[config.mk]
export PLATFORM = sky130hd
export DESIGN_NAME = vga_fifo_scanout_flat
export DESIGN_NICKNAME = d
export VERILOG_FILES = /design/src/rtl/vga_timing_pkg.sv /design/src/rtl/vga_fifo_scanout_if.sv /design/src/rtl/vga_timing_counter.sv /design/src/rtl/vga_fifo_scanout.sv /design/src/flat_wrapper.sv
export SDC_FILE = /design/constraint.sdc
export NUM_CORES = 1
export LEC_CHECK = 0
export CAP_MARGIN = 20
export CORE_MARGIN = 5
export CORE_UTILIZATION = 30
export CTS_CLUSTER_SIZE = 20
export DETAILED_ROUTE_END_ITERATION = 6
export GPL_TIMING_DRIVEN = 0
export SYNTH_ARGS = -nofsm -noshare
export SYNTH_HDL_FRONTEND = slang
export SYNTH_SLANG_ARGS = --single-unit
export TNS_END_PERCENT = 20
[constraint.sdc]
create_clock -name clock -period 8.1 [get_ports clock]
set_clock_uncertainty 0.2 [all_clocks]
set_input_delay 1.62 -clock clock [delete_from_list [all_inputs] [get_ports clock]]
set_output_delay 1.62 -clock clock [all_outputs]
set_load 0.005 [all_outputs]
[src/rtl/vga_timing_pkg.sv]
// Shared timing constants and region flag type for the VGA scan-out stage.
package vga_timing_pkg;

  // 1280x1024@60 default timing
  localparam int H_ACTIVE = 1280;
  localparam int H_FP     = 48;
  localparam int H_SYNC   = 112;
  localparam int H_BP     = 248;
  localparam int H_TOTAL  = H_ACTIVE + H_FP + H_SYNC + H_BP;

  localparam int V_ACTIVE = 1024;
  localparam int V_FP     = 1;
  localparam int V_SYNC   = 3;
  localparam int V_BP     = 38;
  localparam int V_TOTAL  = V_ACTIVE + V_FP + V_SYNC + V_BP;

  // first back-porch line: counters restart here so the frame begins with a line-0 request
  localparam int VBP0     = V_ACTIVE + V_FP + V_SYNC;

  localparam logic SYNC_POL = 1'b1;
  localparam int   REQ_LEN  = 4;

  localparam int CNT_W  = 11;
  localparam int LINE_W = 13;

  // region flags, registered alongside the counters they describe
  typedef struct packed {
    logic active;
    logic hs;
    logic vs;
    logic drain;
    logic req_point;
    logic frame_point;
  } region_t;

endpackage

[src/rtl/vga_fifo_scanout_if.sv]
// Read side of the show-ahead VGA FIFO.
interface vga_fifo_scanout_if;
  logic       empty;
  logic [7:0] rdata;
  logic       rdreq;

  modport master (input empty, input rdata, output rdreq);
  modport slave  (output empty, output rdata, input rdreq);
endinterface

[src/rtl/vga_timing_counter.sv]
// Horizontal/vertical position counters with region flags registered in step with them.
module vga_timing_counter
  import vga_timing_pkg::*;
#(
  parameter int H_ACTIVE = vga_timing_pkg::H_ACTIVE,
  parameter int H_FP     = vga_timing_pkg::H_FP,
  parameter int H_SYNC   = vga_timing_pkg::H_SYNC,
  parameter int H_BP     = vga_timing_pkg::H_BP,
  parameter int V_ACTIVE = vga_timing_pkg::V_ACTIVE,
  parameter int V_FP     = vga_timing_pkg::V_FP,
  parameter int V_SYNC   = vga_timing_pkg::V_SYNC,
  parameter int V_BP     = vga_timing_pkg::V_BP
) (
  input  logic             clock,
  input  logic             iRST,
  output logic [CNT_W-1:0] v_cnt,
  output region_t          rgn
);

  localparam logic [CNT_W-1:0] HA     = CNT_W'(H_ACTIVE);
  localparam logic [CNT_W-1:0] HS_LO  = CNT_W'(H_ACTIVE + H_FP);
  localparam logic [CNT_W-1:0] HS_HI  = CNT_W'(H_ACTIVE + H_FP + H_SYNC);
  localparam logic [CNT_W-1:0] H_LAST = CNT_W'(H_ACTIVE + H_FP + H_SYNC + H_BP - 1);
  localparam logic [CNT_W-1:0] VA     = CNT_W'(V_ACTIVE);
  localparam logic [CNT_W-1:0] VA_M1  = CNT_W'(V_ACTIVE - 1);
  localparam logic [CNT_W-1:0] VS_LO  = CNT_W'(V_ACTIVE + V_FP);
  localparam logic [CNT_W-1:0] VB0    = CNT_W'(V_ACTIVE + V_FP + V_SYNC);
  localparam logic [CNT_W-1:0] V_LAST = CNT_W'(V_ACTIVE + V_FP + V_SYNC + V_BP - 1);

  logic [CNT_W-1:0] h_cnt, h_nxt, v_nxt;

  function automatic region_t decode(input logic [CNT_W-1:0] h, input logic [CNT_W-1:0] v);
    region_t r;
    r.active      = (h < HA) && (v < VA);
    r.hs          = (h >= HS_LO) && (h < HS_HI);
    r.vs          = (v >= VS_LO) && (v < VB0);
    r.drain       = (v >= VA) && (v < VB0);
    r.req_point   = (h == HA) && (v < VA_M1);
    r.frame_point = (h == '0) && (v == VB0);
    return r;
  endfunction

  // next position: h wraps every line, v advances on h wrap
  always_comb begin
    h_nxt = (h_cnt == H_LAST) ? '0 : h_cnt + 1'b1;
    v_nxt = v_cnt;
    if (h_cnt == H_LAST)
      v_nxt = (v_cnt == V_LAST) ? '0 : v_cnt + 1'b1;
  end

  // counters and flags; reset parks on the first back-porch line
  always_ff @(posedge clock or posedge iRST) begin
    if (iRST) begin
      h_cnt <= '0;
      v_cnt <= VB0;
      rgn   <= decode('0, VB0);
    end else begin
      h_cnt <= h_nxt;
      v_cnt <= v_nxt;
      rgn   <= decode(h_nxt, v_nxt);
    end
  end

endmodule

[src/rtl/vga_fifo_scanout.sv]
// Pixel-clock scan-out: pops the VGA FIFO, drives the DAC and issues line load requests.
module vga_fifo_scanout
  import vga_timing_pkg::*;
#(
  parameter int   H_ACTIVE = vga_timing_pkg::H_ACTIVE,
  parameter int   H_FP     = vga_timing_pkg::H_FP,
  parameter int   H_SYNC   = vga_timing_pkg::H_SYNC,
  parameter int   H_BP     = vga_timing_pkg::H_BP,
  parameter int   V_ACTIVE = vga_timing_pkg::V_ACTIVE,
  parameter int   V_FP     = vga_timing_pkg::V_FP,
  parameter int   V_SYNC   = vga_timing_pkg::V_SYNC,
  parameter int   V_BP     = vga_timing_pkg::V_BP,
  parameter logic SYNC_POL = vga_timing_pkg::SYNC_POL,
  parameter int   REQ_LEN  = vga_timing_pkg::REQ_LEN
) (
  input  logic               clock,
  input  logic               iRST,
  vga_fifo_scanout_if.master fifo,
  output logic [LINE_W-1:0]  oLINE_TO_LOAD,
  output logic               oLOAD_TO_FIFO_REQ,
  output logic               oFRAME_START,
  output logic               oVGA_CLK,
  output logic [7:0]         oVGA_R,
  output logic [7:0]         oVGA_G,
  output logic [7:0]         oVGA_B,
  output logic               oVGA_HS,
  output logic               oVGA_VS,
  output logic               oVGA_BLANK_N,
  output logic               oVGA_SYNC_N,
  output logic               oUNDERFLOW,
  output logic               oSTALE
);

  localparam int RC_W = $clog2(REQ_LEN + 1);

  logic [CNT_W-1:0]  v_cnt;
  logic [CNT_W-1:0]  v_inc;
  region_t           rgn;
  logic              issue;
  logic [LINE_W-1:0] target;
  logic [RC_W-1:0]   req_cnt;
  logic [7:0]        pix;

  vga_timing_counter #(
    .H_ACTIVE (H_ACTIVE), .H_FP (H_FP), .H_SYNC (H_SYNC), .H_BP (H_BP),
    .V_ACTIVE (V_ACTIVE), .V_FP (V_FP), .V_SYNC (V_SYNC), .V_BP (V_BP)
  ) u_timing (
    .clock (clock),
    .iRST  (iRST),
    .v_cnt (v_cnt),
    .rgn   (rgn)
  );

  // pop in active video, and flush leftovers between the last active line and line-0 load
  assign fifo.rdreq = !fifo.empty && (rgn.active || rgn.drain);

  assign v_inc = v_cnt + 1'b1;

  // pick the line to request: line 0 at frame start, otherwise the next line at h blank
  always_comb begin
    issue  = 1'b0;
    target = '0;
    if (rgn.frame_point) begin
      issue = 1'b1;
    end else if (rgn.req_point) begin
      issue  = 1'b1;
      target = {{(LINE_W-CNT_W){1'b0}}, v_inc};
    end
  end

  // video output register, request generator and sticky error flags
  always_ff @(posedge clock or posedge iRST) begin
    if (iRST) begin
      pix           <= '0;
      oVGA_HS       <= ~SYNC_POL;
      oVGA_VS       <= ~SYNC_POL;
      oVGA_BLANK_N  <= 1'b0;
      oFRAME_START  <= 1'b0;
      oLINE_TO_LOAD <= '0;
      req_cnt       <= '0;
      oUNDERFLOW    <= 1'b0;
      oSTALE        <= 1'b0;
    end else begin
      pix          <= (rgn.active && !fifo.empty) ? fifo.rdata : 8'h00;
      oVGA_HS      <= rgn.hs ? SYNC_POL : ~SYNC_POL;
      oVGA_VS      <= rgn.vs ? SYNC_POL : ~SYNC_POL;
      oVGA_BLANK_N <= rgn.active;
      oFRAME_START <= rgn.frame_point;
      if (issue) begin
        oLINE_TO_LOAD <= target;
        req_cnt       <= RC_W'(REQ_LEN);
      end else if (req_cnt != '0) begin
        req_cnt <= req_cnt - 1'b1;
      end
      oUNDERFLOW <= oUNDERFLOW | (rgn.active && fifo.empty);
      oSTALE     <= oSTALE | (fifo.rdreq && rgn.drain);
    end
  end

  assign oLOAD_TO_FIFO_REQ = (req_cnt != '0);
  assign oVGA_R      = pix;
  assign oVGA_G      = pix;
  assign oVGA_B      = pix;
  assign oVGA_CLK    = ~clock;
  assign oVGA_SYNC_N = 1'b0;

endmodule

[src/flat_wrapper.sv]
// flat-port wrapper written by rule: the top's interface ports become plain ports
module vga_fifo_scanout_flat import vga_timing_pkg::*;
#(
  parameter int   H_ACTIVE = vga_timing_pkg::H_ACTIVE,
  parameter int   H_FP     = vga_timing_pkg::H_FP,
  parameter int   H_SYNC   = vga_timing_pkg::H_SYNC,
  parameter int   H_BP     = vga_timing_pkg::H_BP,
  parameter int   V_ACTIVE = vga_timing_pkg::V_ACTIVE,
  parameter int   V_FP     = vga_timing_pkg::V_FP,
  parameter int   V_SYNC   = vga_timing_pkg::V_SYNC,
  parameter int   V_BP     = vga_timing_pkg::V_BP,
  parameter logic SYNC_POL = vga_timing_pkg::SYNC_POL,
  parameter int   REQ_LEN  = vga_timing_pkg::REQ_LEN
)
  (clock, iRST, oLINE_TO_LOAD, oLOAD_TO_FIFO_REQ, oFRAME_START, oVGA_CLK, oVGA_R, oVGA_G, oVGA_B, oVGA_HS, oVGA_VS, oVGA_BLANK_N, oVGA_SYNC_N, oUNDERFLOW, oSTALE, fifo_empty, fifo_rdata, fifo_rdreq);
  vga_fifo_scanout_if fifo_i ();
  input  logic clock;
  input  logic iRST;
  output logic [LINE_W-1:0] oLINE_TO_LOAD;
  output logic oLOAD_TO_FIFO_REQ;
  output logic oFRAME_START;
  output logic oVGA_CLK;
  output logic [7:0] oVGA_R;
  output logic [7:0] oVGA_G;
  output logic [7:0] oVGA_B;
  output logic oVGA_HS;
  output logic oVGA_VS;
  output logic oVGA_BLANK_N;
  output logic oVGA_SYNC_N;
  output logic oUNDERFLOW;
  output logic oSTALE;
  input wire logic [$bits(fifo_i.empty)-1:0] fifo_empty;
  input wire logic [$bits(fifo_i.rdata)-1:0] fifo_rdata;
  output wire logic [$bits(fifo_i.rdreq)-1:0] fifo_rdreq;
  assign fifo_i.empty = fifo_empty;
  assign fifo_i.rdata = fifo_rdata;
  assign fifo_rdreq = fifo_i.rdreq;
  vga_fifo_scanout #(.H_ACTIVE(H_ACTIVE), .H_FP(H_FP), .H_SYNC(H_SYNC), .H_BP(H_BP), .V_ACTIVE(V_ACTIVE), .V_FP(V_FP), .V_SYNC(V_SYNC), .V_BP(V_BP), .SYNC_POL(SYNC_POL), .REQ_LEN(REQ_LEN)) u_core (.clock(clock), .iRST(iRST), .fifo(fifo_i), .oLINE_TO_LOAD(oLINE_TO_LOAD), .oLOAD_TO_FIFO_REQ(oLOAD_TO_FIFO_REQ), .oFRAME_START(oFRAME_START), .oVGA_CLK(oVGA_CLK), .oVGA_R(oVGA_R), .oVGA_G(oVGA_G), .oVGA_B(oVGA_B), .oVGA_HS(oVGA_HS), .oVGA_VS(oVGA_VS), .oVGA_BLANK_N(oVGA_BLANK_N), .oVGA_SYNC_N(oVGA_SYNC_N), .oUNDERFLOW(oUNDERFLOW), .oSTALE(oSTALE));
endmodule
; ---- Yosys cells after proc, flatten, opt, wreduce, memory -nomap -nowiden
; Index checks and enable logic that the tools add are counted.
[classes]
n_bitwise = 3
eq_ne = 4
reduce_logical = 15
n_mux = 12
addsub = 3
magnitude_cmp = 8
[ops]
columns = cell, n
row1 = == test 11 bit (second input constant), 4
row2 = < comparator 11 bit (second input constant), 4
row3 = 2-to-1 mux 11 bit, 4
row4 = greater-or-equal comparator 11 bit (second input constant), 3
row5 = adder 11 x 1 -> 11 bit (second input constant), 2
row6 = 2-to-1 mux 13 bit, 1
row7 = logical NOT 11 bit, 1
row8 = < comparator 11 x 10 -> 1 bit (second input constant), 1
row9 = logical AND 1 bit, 10
row10 = 2-to-1 mux 8 bit, 1
row11 = 2-to-1 mux 3 bit, 2
row12 = 2-to-1 mux 1 bit, 4
row13 = nonzero test 3 bit, 1
row14 = subtractor 3 x 1 -> 3 bit (second input constant), 1
row15 = OR 1 bit, 2
row16 = nonzero test 2 bit, 1
row17 = logical NOT 1 bit, 1
row18 = logical OR 1 bit, 1
row19 = NOT 1 bit, 1
[word_totals]
regBits = 58

; ---- Logic depth before layout (Yosys ltp)
[logic_depth]
ltp_word = 5
depth_mapped = 9
depth_no_buf = 8

; ---- Hierarchy
; Synthesis repeated with hierarchy kept, for this count alone.
[hier_totals]
cells_unflattened = 287
hier_area_um2 = 2875.3
[by_module_without_submodules]
columns = mod, instances, area_per_inst_um2, cells_each, seq_area_each_um2
row1 = vga_timing_counter, 1, 1534.0, 159, 704.4
row2 = vga_fifo_scanout, 1, 1341.3, 128, 700.7

==> key figures <==
Status
  • Status: finished clean

CTS
  • Cts hold-fix bufs: 0
  • Clock Latency Late Sink: 340 ps
  • Clk slew on worst S/H paths: 60 ps
  • CTS root buf: clkbuf_8
  • H-Tree Depth: 3
  • Post-CTS setup repair buffer count: 0
  • Max Buffers Root-to-Sink: 2
  • Number of gates resized after cts: 0
  • Inserted Clock Buffers: 9
  • CTS tree: built

Floorplan
  • Core Area: 9680 um2
  • Initial core utilization: 0.304
  • Die Wd: 109 um
  • I/O pins: 58
  • Die height: 109 um
  • Die area: 11900 um2
  • Row cnt: 36

Yosys
  • Largest family of logic cells by synthesized area: simple AND/OR/NAND/NOR gates
  • Distinct cells, synth: 57
  • FFs w/ async S/R, synth: 1.00
  • Number of synthesized flops with an enable pin: 0
  • Seq/Total Area, Yosys: 0.477
  • XOR/XNOR share of the synthesized area: 0.0505
  • Post-synth top flop: dfrtp_1
  • Mux share of post-synthesis cell area: 0.0140
  • Syn_area_per_cell: 9.83 um2
  • YS warnings: 0
  • Synth Area in Adders: 0.0212
  • Mapped Cells: 300
  • Mapped cell area: 2950 um2
  • Simple-Gate Fraction of Synth Area: 0.214
  • Compound-Gate Fraction of Synth Area: 0.124
  • Flops & latches, synth: 56

Placement
  • Dpl hpwl: 5100 um
  • RePlAce Congestion: 0.936
  • Placed cells: 490
  • Port Buffers: 54
  • Cell Area, Placed: 3680 um2

Timing
  • Fin. max-slew vios: 0
  • Final setup violation count: 0
  • Unrepaired setup endpoints after global routing: no
  • Normalized max-slew margin: 0.419
  • Slew at the pin closest to its max-slew limit: 864 ps
  • Fin Setup TNS: 0 ps
  • Hold Fails Final Rpt: 0

GRT
  • GRT Residual Overflow: 0
  • Antenna violations before repair: 0
  • Largest net degree at the start of global routing: 38
  • All-layer global routing usage: 0.119
  • First-pass GRT wire length: 11000 um
  • Vias in the first global route: 2301

Setup path
  • Crit-path max FO: 8
  • Setup crit start kind: clock port
  • WP data arrival: 4920 ps
  • Data required time of the critical path: 6280 ps
  • Critical Path End Type: output port
  • Critical path class: clk -> out

Job
  • Max Cap Viol: 0

Finish
  • # diodes: 0
  • Share of cells above drive strength 1: 0.164
  • Fin area: 3900 um2
  • Net count, final: 384
  • Fin util: 0.403
  • Filler cell count in the final layout: 972
  • Non-Filler Instances: 506
  • Most common cell after layout, fill and taps aside: clkdlybuf4s50_1
  • Area Overhead vs Synth: 32.3%
  • Commonest cells after routing, fill and taps aside: clkdlybuf4s50_1 (54), dfrtp_1 (53), nor2_1 (30)

Routing
  • Initial DRC count: 121
  • DR DRC count: 0
  • Vias per cell: 4.60
  • ANT nets after route: 0
  • Final wirelength: 6730 um
  • 1st-pass router iterations: 4
  • WL per Instance: 13.3 um
  • Via count: 2328

Power
  • Leak: 1.57 nW
  • Pwr Density: 160 nW/um2
  • Peak supply drop: 0.0909 mV

Min path
  • HP Class: reg -> reg
==> path summary, 6_finish.rpt <==
kind,startpoint,to,slack [ps],depth (start not counted)
worst max-delay path,clock,oVGA_CLK,1360,4
worst min-delay path,u_core.u_timing.rgn[3],u_core.oVGA_VS,150,0
worst max register to register,u_core.u_timing.h_cnt[1],u_core.u_timing.rgn[1],4660,8
worst min register to register,u_core.u_timing.rgn[3],u_core.oVGA_VS,150,0
max in group asynchronous,iRST,u_core.u_timing.rgn[0],5680,3
min in group asynchronous,iRST,u_core.u_timing.h_cnt[6],1410,2
==> registers in the layout, indices dropped and copies added (netlist names), 3 cells and up <==
register               flops
u_core.u_timing.rgn        6
u_core.oLINE_TO_LOAD      11
u_core.req_cnt             3
u_core.u_timing.h_cnt     11
u_core.u_timing.v_cnt     11
u_core.oVGA_B              8
==> power breakdown <==
group	internal, W	switching (W)	leakage [nW]
clock	0.000182	0.000125	0.115
sequential	0.000282	0.00000157	0.733
combinational	0.0000223	0.0000116	0.720
total	0.000486	0.000138	1.57
==> metal layers <==
| layer | GRT usage | share of wire | vias to the layer above |
|---|---|---|---|
| met5 | 0 | 0 | - |
| li1 | - | - | 1161 |
| met4 | 0.0550 | 0.025 | 0 |
| met3 | 0.0420 | 0.075 | 15 |
| met2 | 0.178 | 0.44 | 77 |
| met1 | 0.154 | 0.46 | 1075 |
==> cells in the mapped netlist, types with 3 or more instances <==
master     n  area share
inv_1     16       0.020
a21oi_1    3      0.0051
nand2_1   22       0.028
dfrtp_1   53        0.45
o31ai_1    4       0.010
clkbuf_1  11       0.014
nand4_1    7       0.015
o21ai_0    9       0.015
a211oi_1  11       0.028
xnor2_1   12       0.036
dfstp_2    3       0.027
buf_6      3       0.011
nand3_1   12       0.020
xor2_1     5       0.015
and2_1     9       0.019
or3_1      4      0.0085
nor4_1     8       0.017
buf_4     20       0.051
nor2_1    30       0.038
ha_1       5       0.021
mux2i_1    3       0.010
nor3_1     7       0.012
==> cells by family after synthesis <==
kind of cell               Yosys count
other                                1
muxes                                4
AOI/OAI and AO/OA                   47
buffers and inverters               51
xor gates and xnor gates            17
adders and majority gates            5
and+or+nand+nor                    119
DFF                                 56
==> critical path, stage by stage <==
cell and delay [ps]:
clkbuf_8 160, clkbuf_8 170, inv_1 50, clkdlybuf4s50_1 490
==> metrics by stage <==
step                power, W  hold WS [ps]  setup WS [ps]
floorplan           0.000305           131           2190
global placement    0.000334           135           1720
detailed placement  0.000336           135           1720
CTS                 0.000637           150           1330
global route        0.000651           157           1320
finish              0.000624           148           1360
==> final cells by class <==
| type | count | area (um2) | area share |
|---|---|---|---|
| Sequential cell | 56 | 1410 | 0.360 |
| Multi-Input combinational cell | 195 | 1260 | 0.323 |
| Tap cell | 133 | 166 | 0.0427 |
| Inverter | 15 | 56.3 | 0.0144 |
| Clock inverter | 8 | 97.6 | 0.0250 |
| Clock buffer | 10 | 134 | 0.0343 |
| Buffer | 35 | 229 | 0.0587 |
| Timing Repair Buffer | 54 | 551 | 0.141 |
(Power assumes the default switching activity.)
